## src/rtl/gb_oam_dma_pkg.sv

```systemverilog
// gb_oam_dma_pkg
// Shared types and constants for the OAM DMA engine and the memory unit
// that hosts it.
//   dma_state_t  : DMA engine states (IDLE, START, XFER, DRAIN)
//   DMA_REG_ADDR : CPU address of the DMA trigger register
//   OAM_BASE     : first OAM byte, default destination of a transfer
//   OAM_SIZE     : OAM size in bytes, default transfer length
//   echo_map()   : folds echo-RAM source pages back onto work RAM
package gb_oam_dma_pkg;

  typedef enum logic [1:0] {
    s_DMA_IDLE,
    s_DMA_START,
    s_DMA_XFER,
    s_DMA_DRAIN
  } dma_state_t;

  localparam logic [15:0] DMA_REG_ADDR = 16'hFF46;
  localparam logic [15:0] OAM_BASE     = 16'hFE00;
  localparam int          OAM_SIZE     = 160;

  // Pages above the limit mirror work RAM: clearing bit 5 maps
  // 0xE0 -> 0xC0 ... 0xFE -> 0xDE.
  function automatic logic [7:0] echo_map(input logic [7:0] page,
                                          input logic [7:0] limit);
    return (page > limit) ? (page & 8'hDF) : page;
  endfunction

endpackage

```

## src/rtl/gb_oam_dma_if.sv

```systemverilog
// gb_oam_dma_if
// Bus between the memory unit (master) and the OAM DMA engine (slave).
//   trig_we/trig_data : CPU write strobe to 0xFF46 and the source page
//   rd_en/rd_addr     : DMA read request; rd_data returns one cycle later
//   wr_en/wr_addr/wr_data : OAM write strobe, address and data
//   busy/cpu_block    : transfer in progress; memory unit gates CPU selects
//   done              : one-cycle pulse after the final write
// Handshake: there is no back-pressure. A read issued with rd_en in cycle n
// must have its data on rd_data in cycle n+1; wr_en is a single-cycle strobe
// that the bank always accepts.
interface gb_oam_dma_if;
  logic        trig_we;
  logic [7:0]  trig_data;
  logic        rd_en;
  logic [15:0] rd_addr;
  logic [7:0]  rd_data;
  logic        wr_en;
  logic [15:0] wr_addr;
  logic [7:0]  wr_data;
  logic        busy;
  logic        cpu_block;
  logic        done;

  modport master (
    output trig_we, trig_data, rd_data,
    input  rd_en, rd_addr, wr_en, wr_addr, wr_data, busy, cpu_block, done
  );

  modport slave (
    input  trig_we, trig_data, rd_data,
    output rd_en, rd_addr, wr_en, wr_addr, wr_data, busy, cpu_block, done
  );
endinterface

```

## src/rtl/gb_oam_dma.sv

```systemverilog
// gb_oam_dma
// OAM DMA engine: on a CPU write to 0xFF46 copies LEN bytes from
// {src_page, 8'h00} to DST_BASE + index through the dedicated bank ports.
// Ports:
//   clk, rst    : clock, synchronous active-high reset
//   bus (slave) : trigger, read port, write port, busy/cpu_block/done
//   o_dbg_state : current FSM state
// Build option GB_DMA_PIPELINE_EN: when defined a read is issued every cycle
// and the write of byte i overlaps the read of byte i+1 (LEN + 1 transfer
// cycles). When undefined, reads and writes alternate (2*LEN cycles).
module gb_oam_dma
  import gb_oam_dma_pkg::*;
#(
  parameter int          LEN         = OAM_SIZE,
  parameter logic [15:0] DST_BASE    = OAM_BASE,
  parameter int          START_DELAY = 1,
  parameter logic [7:0]  ECHO_LIMIT  = 8'hDF
) (
  input  logic             clk,
  input  logic             rst,
  gb_oam_dma_if.slave      bus,
  output dma_state_t       o_dbg_state
);

`ifdef GB_DMA_PIPELINE_EN
  localparam logic PIPELINE = 1'b1;
`else
  localparam logic PIPELINE = 1'b0;
`endif

  // Terminal index compared before increment, so LEN = 256 never wraps.
  localparam logic [7:0] IDX_LAST = 8'(LEN - 1);
  localparam logic [1:0] DLY_LAST = (START_DELAY > 0) ? 2'(START_DELAY - 1) : 2'd0;
  localparam dma_state_t LAUNCH   = (START_DELAY > 0) ? s_DMA_START : s_DMA_XFER;

  dma_state_t r_state;
  dma_state_t w_state_nxt;
  logic [7:0] r_page;
  logic [7:0] r_idx;
  logic [7:0] r_wr_idx;
  logic [1:0] r_dly;
  logic       r_wr_pend;
  logic       r_done;
  logic       w_rd_fire;
  logic       w_last_rd;
  logic       w_busy;

  always_comb begin
    w_state_nxt = r_state;
    w_rd_fire   = 1'b0;
    w_last_rd   = 1'b0;
    case (r_state)
      s_DMA_START: if (r_dly == DLY_LAST) w_state_nxt = s_DMA_XFER;
      s_DMA_XFER: begin
        // Non-pipelined: a read is only issued when no write is pending.
        w_rd_fire = PIPELINE || !r_wr_pend;
        w_last_rd = w_rd_fire && (r_idx == IDX_LAST);
        if (w_last_rd) w_state_nxt = s_DMA_DRAIN;
      end
      s_DMA_DRAIN: w_state_nxt = s_DMA_IDLE;
      default: ;
    endcase
    // A trigger restarts the engine from any state.
    if (bus.trig_we) w_state_nxt = LAUNCH;
  end

  always_ff @(posedge clk) begin
    if (rst) begin
      r_state   <= s_DMA_IDLE;
      r_page    <= 8'h00;
      r_idx     <= 8'h00;
      r_wr_idx  <= 8'h00;
      r_dly     <= 2'd0;
      r_wr_pend <= 1'b0;
      r_done    <= 1'b0;
    end else begin
      r_state   <= w_state_nxt;
      // A read issued in a retrigger cycle belongs to the aborted transfer,
      // so its write is dropped; the write already on the bus completes.
      r_wr_pend <= w_rd_fire && !bus.trig_we;
      r_done    <= (r_state == s_DMA_DRAIN) && !bus.trig_we;
      if (w_rd_fire) r_wr_idx <= r_idx;
      if (bus.trig_we) begin
        r_page <= echo_map(bus.trig_data, ECHO_LIMIT);
        r_idx  <= 8'h00;
        r_dly  <= 2'd0;
      end else begin
        if (r_state == s_DMA_START) r_dly <= r_dly + 2'd1;
        if (w_rd_fire && !w_last_rd) r_idx <= r_idx + 8'd1;
      end
    end
  end

  assign w_busy        = (r_state != s_DMA_IDLE);
  assign bus.rd_en     = w_rd_fire;
  assign bus.rd_addr   = w_rd_fire ? {r_page, r_idx} : 16'h0000;
  assign bus.wr_en     = r_wr_pend;
  assign bus.wr_addr   = r_wr_pend ? (DST_BASE + {8'h00, r_wr_idx}) : 16'h0000;
  assign bus.wr_data   = r_wr_pend ? bus.rd_data : 8'h00;
  assign bus.busy      = w_busy;
  assign bus.cpu_block = w_busy;
  assign bus.done      = r_done;
  assign o_dbg_state   = r_state;

endmodule
```

## src/flat_wrapper.sv

```systemverilog
// flat-port wrapper written by rule: the top's interface ports become plain ports
module gb_oam_dma_flat import gb_oam_dma_pkg::*;
#(
  parameter int          LEN         = OAM_SIZE,
  parameter logic [15:0] DST_BASE    = OAM_BASE,
  parameter int          START_DELAY = 1,
  parameter logic [7:0]  ECHO_LIMIT  = 8'hDF
)
  (clk, rst, o_dbg_state, bus_trig_we, bus_trig_data, bus_rd_data, bus_rd_en, bus_rd_addr, bus_wr_en, bus_wr_addr, bus_wr_data, bus_busy, bus_cpu_block, bus_done);
  gb_oam_dma_if bus_i ();
  input  logic clk;
  input  logic rst;
  output dma_state_t o_dbg_state;
  input wire logic [$bits(bus_i.trig_we)-1:0] bus_trig_we;
  input wire logic [$bits(bus_i.trig_data)-1:0] bus_trig_data;
  input wire logic [$bits(bus_i.rd_data)-1:0] bus_rd_data;
  output wire logic [$bits(bus_i.rd_en)-1:0] bus_rd_en;
  output wire logic [$bits(bus_i.rd_addr)-1:0] bus_rd_addr;
  output wire logic [$bits(bus_i.wr_en)-1:0] bus_wr_en;
  output wire logic [$bits(bus_i.wr_addr)-1:0] bus_wr_addr;
  output wire logic [$bits(bus_i.wr_data)-1:0] bus_wr_data;
  output wire logic [$bits(bus_i.busy)-1:0] bus_busy;
  output wire logic [$bits(bus_i.cpu_block)-1:0] bus_cpu_block;
  output wire logic [$bits(bus_i.done)-1:0] bus_done;
  assign bus_i.trig_we = bus_trig_we;
  assign bus_i.trig_data = bus_trig_data;
  assign bus_i.rd_data = bus_rd_data;
  assign bus_rd_en = bus_i.rd_en;
  assign bus_rd_addr = bus_i.rd_addr;
  assign bus_wr_en = bus_i.wr_en;
  assign bus_wr_addr = bus_i.wr_addr;
  assign bus_wr_data = bus_i.wr_data;
  assign bus_busy = bus_i.busy;
  assign bus_cpu_block = bus_i.cpu_block;
  assign bus_done = bus_i.done;
  gb_oam_dma #(.LEN(LEN), .DST_BASE(DST_BASE), .START_DELAY(START_DELAY), .ECHO_LIMIT(ECHO_LIMIT)) u_core (.clk(clk), .rst(rst), .bus(bus_i), .o_dbg_state(o_dbg_state));
endmodule
```

## config.mk

```make
export PLATFORM = sky130hd
export DESIGN_NAME = gb_oam_dma_flat
export DESIGN_NICKNAME = d
export VERILOG_FILES = /design/src/rtl/gb_oam_dma_pkg.sv /design/src/rtl/gb_oam_dma_if.sv /design/src/rtl/gb_oam_dma.sv /design/src/flat_wrapper.sv
export SDC_FILE = /design/constraint.sdc
export NUM_CORES = 1
export LEC_CHECK = 0
export CORE_MARGIN = 10
export CORE_UTILIZATION = 35
export DETAILED_ROUTE_END_ITERATION = 10
export HOLD_SLACK_MARGIN = 0.05
export MAX_ROUTING_LAYER = met4
export PLACE_DENSITY = 0.69
export SYNTH_ARGS = -nofsm -noshare
export SYNTH_HDL_FRONTEND = slang
export SYNTH_SLANG_ARGS = --single-unit
```

## constraint.sdc

```tcl
create_clock -name clk -period 3.3 [get_ports clk]
set_input_delay 0.33 -clock clk [delete_from_list [all_inputs] [get_ports clk]]
set_output_delay 0.33 -clock clk [all_outputs]
set_load 0.02 [all_outputs]
```

Yosys cells after proc, flatten, opt, wreduce, memory -nomap -nowiden --
Index checks and enable logic that the tools add are counted. Widths: inputs -> output; s select.
Word-level totals: register bits 30, bits in latches 0, RAM bits 0, bits in read-only memories 0, input port bits 19, output and inout bits 47, logic and storage cells 44, memories kept 0
Cells by class: $add $sub $neg 3, multiply operators 0, divide/modulo/power cells 0, order comparisons 1, equality and inequality tests 8, shift operators 0, multiplexer cells 10, bitwise operators 0, reduce and logical (&&, ||, !) cells 14
Operators by type and width (number):
- $mux 16 | 2
- $add 10x9->11 const A | 1
- $add 8x1->8 const B | 1
- $eq 8x8->1 const B | 1
- $gt 8x8->1 const B | 1
- $mux 8 | 1
- $mux 6 | 1
- $ne 3x2->1 const B | 2
- $pmux 2 s3 | 1
- $reduce_and 3->1 | 2
- $eq 2x2->1 const B | 2
- $logic_and 1x1->1 | 4
- $mux 2 | 2
- $ne 2x1->1 const B | 2
- $reduce_bool 4->1 | 1
- $logic_not 1->1 | 3
- $mux 1 | 3
- $reduce_bool 3->1 | 1
- $add 2x1->2 const B | 1
- $eq 2x1->1 const B | 1
- $logic_not 2->1 | 1
- $reduce_bool 2->1 | 1
- $reduce_or 2->1 | 1

Longest topological paths before layout --
Gate-level depths: netlist (run 1).
depth in word-level cells 5, gate-level depth with buffers 5, depth with buffers taken out 5

Worst setup path after synthesis (run 1) --
No wires, ideal clock.
path kind register to output, from reg u_core.r_state[1] (netlist: u_core.o_dbg_state[1]), to out bus_rd_addr[10], arrival 1.460 ns, data required time 2.970 ns, setup slack 1.510 ns, stages on the path, launching flop included 5, path buffers 1, cell sequence dfxtp_1 -> or3b_4 -> inv_6 -> buf_6 -> and2_1
Between the ends: cells in the longest elaborated chain, start to end 3
Ends and longest elaborated chain:
- start: declaration | RTL line gb_oam_dma.sv:36 | dma_state_t r_state;
- start signal: assignment | RTL line gb_oam_dma.sv:69 | r_state <= s_DMA_IDLE;
- start signal: assignment | RTL line gb_oam_dma.sv:77 | r_state <= w_state_nxt;
- $eq 2x2->1 | RTL line gb_oam_dma.sv:52 | case (r_state)
- $mux 1 | RTL line gb_oam_dma.sv:52
- named net bus_rd_en | RTL line flat_wrapper.sv:17 | output wire logic [$bits(bus_i.rd_en)-1:0] bus_rd_en;
- $mux 16 | RTL line gb_oam_dma.sv:96 | assign bus.rd_addr = w_rd_fire ? {r_page, r_idx} : 16'h0000;
- end: declaration | RTL line flat_wrapper.sv:18 | output wire logic [$bits(bus_i.rd_addr)-1:0] bus_rd_addr;
The timed path passes the listed nets, and every way through them passes these cells.

Worst setup path after layout (run 1) --
from reg u_core.r_wr_pend (netlist: u_core.bus.wr_en), to out bus_rd_addr[1]
Between the ends: cells in the longest elaborated chain, start to end 3
Ends and longest elaborated chain:
- start: declaration | RTL line gb_oam_dma.sv:42 | logic r_wr_pend;
- start signal: assignment | RTL line gb_oam_dma.sv:80 | r_wr_pend <= w_rd_fire && !bus.trig_we;
- $logic_not 1->1 | RTL line gb_oam_dma.sv:56 | w_rd_fire = PIPELINE || !r_wr_pend;
- $mux 1 | RTL line gb_oam_dma.sv:52
- $mux 16 | RTL line gb_oam_dma.sv:96
Every way passes these cells.

==> results.cfg, run 1 <==
[placed_design]
dpl-instance-area_mm2 = 0.00211
gp_congestion = 0.762
portBuffers = 64
dp_slack_ps = 937
numPlacedInstances = 276
hpwl_um = 2900

[cts]
cts_made_buffers = 5
clockBufferDepth = 2
cts_setup_buffers = 0
htree_levels = 2
root_buffer = clkbuf_8
tritoncts = done
cts_hold_buffers = 0
cts.sinks = 30
clk_pin_slew_ps = 60
ctsResizeCount = 0
insertion_delay_ps = 280

[power_and_ir_drop]
vdd_drop_max_mv = 0.221
finalPower_mw = 0.751
p_per_area_mw_per_mm2 = 342
p_leak_nw = 0.875

[global_route]
grt_overflow = 0
grt_pass1_vias = 1366
grt_usage_pct = 10.7
grt_pass1_wl_um = 6450
grt_max_degree = 28
grt_antenna_before_repair = 0

[synthesis]
synthArstFlopShare_pct = 0
synthMuxAreaShare_pct = 7.30
yosys_warnings = 0
synth_nets = 199
netlist_top_cells_area = dfxtp_1 40%, and2_1 10%, mux2i_1 7.3%
yosysSeqAreaShare_pct = 39.8
ys_ff_latch = 30
synth_fa_ha_area_share_pct = 1.66
ys.flop_type = dfxtp_1
synth-simple-area-share_pct = 29.6
synth-xor-area-share_pct = 0.580
synth_edf_count = 0
synth_area_per_cell_um2 = 8.48
synth_compound_area_share_pct = 9.70
synth_top_area_share_pct = 39.8
syn_area_mm2 = 0.00151
synth_top_family_by_area = simple AND/OR/NAND/NOR gates
syn_inst = 178
synth_top_area_cell = dfxtp_1
synth_cell_types = 36

[setup_path]
cp-end-kind = output pin
rrSetupSlack_ps = 1640
crit_buf_inv = 3
path_class = reg2out
cp_top_family = buffers and inverters
cp.arrival_ps = 2310
cp_max_fo = 27
slowest_stage = clkdlybuf4s50_1
cpPeakStageDelay_ps = 610
worst_setup_path_start_kind = flip-flop
required_ps = 2970
path_cells = or3b_4, inv_6, nand2_1, inv_1, clkdlybuf4s50_1

[route]
drtIter0Drc = 36
wl_um = 3790
vias = 1340
routedWlPerCell_um = 13.3
dr.pass1.iters = 4
drc = 0
ant_nets = 0
vias_per_cell = 4.72

[layout]
finalNonFillerCells = 284
syn_to_final_growth_pct = 45.6
layout.nets = 254
final_area_mm2 = 0.00220
post-route-util_pct = 53.8
drive_gt1_share_pct = 5.98
num-fill-cells = 415
diodes = 0

[timing]
relSlewSlack_pct = 53.6
hold_violations = 0
drv_slew = 0
fmaxAchievable_mhz = 379
finalSetupViolations = 0
tightest_slew_ps = 695
fin_tns_setup_ps = 0
timing.hold.ws_ps = 450
fin_crit_ps = 2640
rsz0062_at_grt = no
setup_ws_ps = 660
period_share_pct = 80.0
fin_skew_ps = 3.04

[floorplanning]
die_x_um = 85.7
rows = 23
dieArea_mm2 = 0.00734
die_h_um = 85.7
initial_core_util_pct = 36.9
core_area_mm2 = 0.00409
pin_count = 66

[run]
cap_violations = 0

[worst_hold_path]
worst_hold_path_type = reg2reg

[run_status]
status = finished, final reports clean
layout by cell type, fill, tap and decap left out, drive strengths merged:
master	count
or4	1
a211oi	3
nor2b	2
or3	2
nor2	13
nand3	2
mux2i	11
nand2b	1
buf	1
nand4	2
and4b	1
nand2	20
ha	2
clkdlybuf4s50	64
clkinv	1
o31ai	1
and2	24
or2	2
clkbuf	7
a2111o	1
xnor2	1
inv	13
dfxtp	30
o21ai	2
and3	2
and4bb	1
or3b	1
conb	1
nand4b	1
a21oi	18
nor3	1
nand4bb	2
flip-flops by register name, summed over array words and instances, names as in the netlist:
register            cells
u_core.r_idx            8
u_core.r_page           8
u_core.r_wr_idx         8
u_core.o_dbg_state      2
u_core.r_dly            2
u_core.bus.done         1
u_core.bus.wr_en        1
Yosys cell counts, drive strengths merged (2+ instances only):
| library cell | instances |
|---|---|
| nor2b | 2 |
| a211oi | 3 |
| and2 | 24 |
| nor2 | 13 |
| ha | 2 |
| and3 | 2 |
| clkbuf | 4 |
| nand2 | 20 |
| nand3 | 2 |
| dfxtp | 30 |
| or3 | 2 |
| buf | 13 |
| a21oi | 18 |
| o21ai | 2 |
| nand4 | 2 |
| or2 | 2 |
| mux2i | 11 |
| nand4bb | 2 |
| inv | 13 |
report_power, final:
group	leakage (nW)	switching, mW	internal, mW	total (mW)
clock network	0.0482	0.131	0.168	0.299
logic	0.583	0.0333	0.0425	0.0758
registers	0.244	0.00666	0.370	0.377
total	0.875	0.171	0.580	0.751
cell families (layout without fill, tap and decap cells):
| logic type | after synthesis | count (layout) |
|---|---|---|
| other | 1 | 1 |
| xor gates and xnor gates | 1 | 1 |
| muxes | 11 | 11 |
| buffers and inverters | 30 | 86 |
| DFF | 30 | 30 |
| adders and majority gates | 2 | 2 |
| AOI/OAI and AO/OA | 25 | 25 |
| and+or+nand+nor | 78 | 78 |
metal layers:
| layer | vias to the layer above | GRT usage (%) | wire (um) |
|---|---|---|---|
| li1 | 687 | - | - |
| met1 | 588 | 11.9 | 1770 |
| met2 | 62 | 16.5 | 1540 |
| met3 | 3 | 5.49 | 440 |
| met4 | 0 | 2.69 | 36 |
| met5 | - | - | 0 |
tightest hold or removal path, stage by stage, from the launching register on:
cell and delay [ps]:
dfxtp_1 300, nand2_1 50, a21oi_1 50
worst paths after layout:
| check | from | endpoint | depth (start not counted) |
|---|---|---|---|
| setup reg to reg | u_core.bus.wr_en | u_core.r_idx[2] | 4 |
| hold / removal | u_core.r_wr_idx[1] | u_core.r_wr_idx[1] | 2 |
| hold reg to reg | u_core.r_wr_idx[1] | u_core.r_wr_idx[1] | 2 |
| setup / recovery | u_core.bus.wr_en | bus_rd_addr[1] | 5 |
area by class of cell:
type | instances | area [um2] | share of cell area (%)
Clock buffer | 7 | 86.3 | 3.93
Inverter | 13 | 53.8 | 2.45
Sequential cell | 30 | 601 | 27.3
Clock inverter | 1 | 5.00 | 0.228
Multi-Input combinational cell | 118 | 741 | 33.7
Tap cell | 50 | 62.6 | 2.85
Timing Repair Buffer | 65 | 648 | 29.5
Power figures use the tool's default switching activity.
==> run 2: changes to the inputs <==
clock period = 2.5 ns   (was 3.3 ns; I/O delays follow)
==> run 2 against run 1 <==
Against the previous run: design area up 0.63%; critical path depth stayed put; via count fell by 0.67%; first-iteration DRC count up 100%; worst setup slack got worse by 480 ps; sequential cell count did not move; total power grew 29%; routed wire length fell by 2.0%.
==> results.cfg, run 2 (synthesis results as in run 1) <==
[setup_path]
cp_max_fo = 19
path_cells = or3b_4, inv_6, nand2_1, inv_1, clkdlybuf4s50_1
worst_setup_path_start_kind = flip-flop
path_class = reg2out
crit_buf_inv = 3
cpPeakStageDelay_ps = 600
cp.arrival_ps = 2070
cp_top_family = buffers and inverters
path_depth = 5
required_ps = 2250
cp-end-kind = output pin
reg2reg_depth = 4
slowest_stage = clkdlybuf4s50_1

[layout]
diodes = 0
final_cell_mix = 64 x clkdlybuf4s50_1, 30 x dfxtp_1, 24 x and2_1
final_area_mm2 = 0.00221
drive_gt1_share_pct = 6.81
multi_input_area_um2 = 741
largest_registers = u_core.r_idx: 8 flops, u_core.r_page: 8 flops, u_core.r_wr_idx: 8 flops
num-fill-cells = 393
post-route-util_pct = 54.1
syn_to_final_growth_pct = 46.5
seq_area_um2 = 601
layout.nets = 257
final_common_cell = clkdlybuf4s50_1

[route]
routedWlPerCell_um = 13.0
ant_nets = 0
drc = 0
wl_um = 3710
drtIter0Drc = 73
vias = 1331
vias_per_cell = 4.67
dr.pass1.iters = 4

[timing]
fin_tns_setup_ps = 0
period_share_pct = 92.9
finalSetupViolations = 0
drv_slew = 0
hold_violations = 0
rsz0062_at_grt = no
fin_crit_ps = 2320
fin_skew_ps = 2.20
fmaxAchievable_mhz = 431

[global_route]
grt_usage_pct = 10.6
grt_pass1_vias = 1323
grt_overflow = 0
grt_antenna_before_repair = 0
grt_max_degree = 27
grt_pass1_wl_um = 6410

[placed_design]
hpwl_um = 2880
gp_congestion = 0.790
portBuffers = 64
dpl-instance-area_mm2 = 0.00213

[cts]
root_buffer = clkbuf_8
htree_levels = 2
clockBufferDepth = 2
tritoncts = done
ctsResizeCount = 0
insertion_delay_ps = 270
clk_pin_slew_ps = 60
cts_hold_buffers = 0
cts_setup_buffers = 0
cts.sinks = 30
cts_made_buffers = 5

[power_and_ir_drop]
p_int_mw = 0.758
vdd_drop_max_mv = 0.352
p_leak_nw = 0.885
power_frac_clock_pct = 38.3
p_per_area_mw_per_mm2 = 440
swShare_pct = 22.0
p_seq_share_pct = 50.9
combPwrFrac_pct = 10.8
p_switching_mw = 0.214

[floorplanning]
die_x_um = 85.7
core_area_mm2 = 0.00409
rows = 23
initial_core_util_pct = 36.9
die_h_um = 85.7
pin_count = 66
dieArea_mm2 = 0.00734

[worst_hold_path]
worst_hold_path_type = reg2reg
hold_depth = 2

[run_status]
status = finished, final reports clean

[run]
cap_violations = 0
-- run 2: cell count changes in the layout (fill, tap and decap cells not counted), sizes merged --
cell    change
buf         +3
clkbuf      -1
clkinv      -1
-- run 2: metrics by stage --
| step | std cells | setup slack, ps | power [mW] | hold WS, ps |
|---|---|---|---|---|
| after floorplan | 178 | 790 | 0.562 | 397 |
| after global placement | 279 | 484 | 0.610 | 437 |
| after detailed placement | 279 | 454 | 0.611 | 442 |
| after CTS | 285 | 151 | 0.984 | 450 |
| after global routing | 285 | 38.4 | 1.02 | 474 |
| final | 285 | 178 | 0.972 | 446 |
-- run 2: worst paths after layout --
check	startpoint	to	slack, ps
max	u_core.o_dbg_state[0]	bus_rd_addr[1]	180
min	u_core.r_wr_idx[6]	u_core.r_wr_idx[6]	450
max reg2reg	u_core.bus.wr_en	u_core.r_idx[7]	970
min reg2reg	u_core.r_wr_idx[6]	u_core.r_wr_idx[6]	450
-- run 2: power groups by stage --
stage | Sequential [mW] | Combinational (mW) | Clock (mW)
after floorplan | 0.507 | 0.0551 | 0
after global placement | 0.505 | 0.105 | 0
after detailed placement | 0.505 | 0.106 | 0
after CTS | 0.495 | 0.107 | 0.382
after global routing | 0.496 | 0.115 | 0.410
final | 0.495 | 0.105 | 0.372
-- run 2: layout make-up --
class,count,area share (%)
Tap cell,50,2.83
Inverter,13,2.43
Multi-Input combinational cell,118,33.5
Sequential cell,30,27.2
Clock buffer,6,3.74
Timing Repair Buffer,68,30.3
-- run 2: routing by layer --
layer  track usage (%)  wire [um]  up-vias  share of wire, %
li1                  -          -      688                 -
met1              12.8       1760      579                47
met2              15.2       1500       59                40
met3              5.49        433        5                12
met4              2.25         22        0              0.59
met5                 -          0        -                 0
-- run 2: worst register-to-register path, cell delays in order, from the launching register on --
cell and delay (ps):
dfxtp_1 320, buf_4 200, nand4bb_4 280, or4_1 520, a21oi_1 150
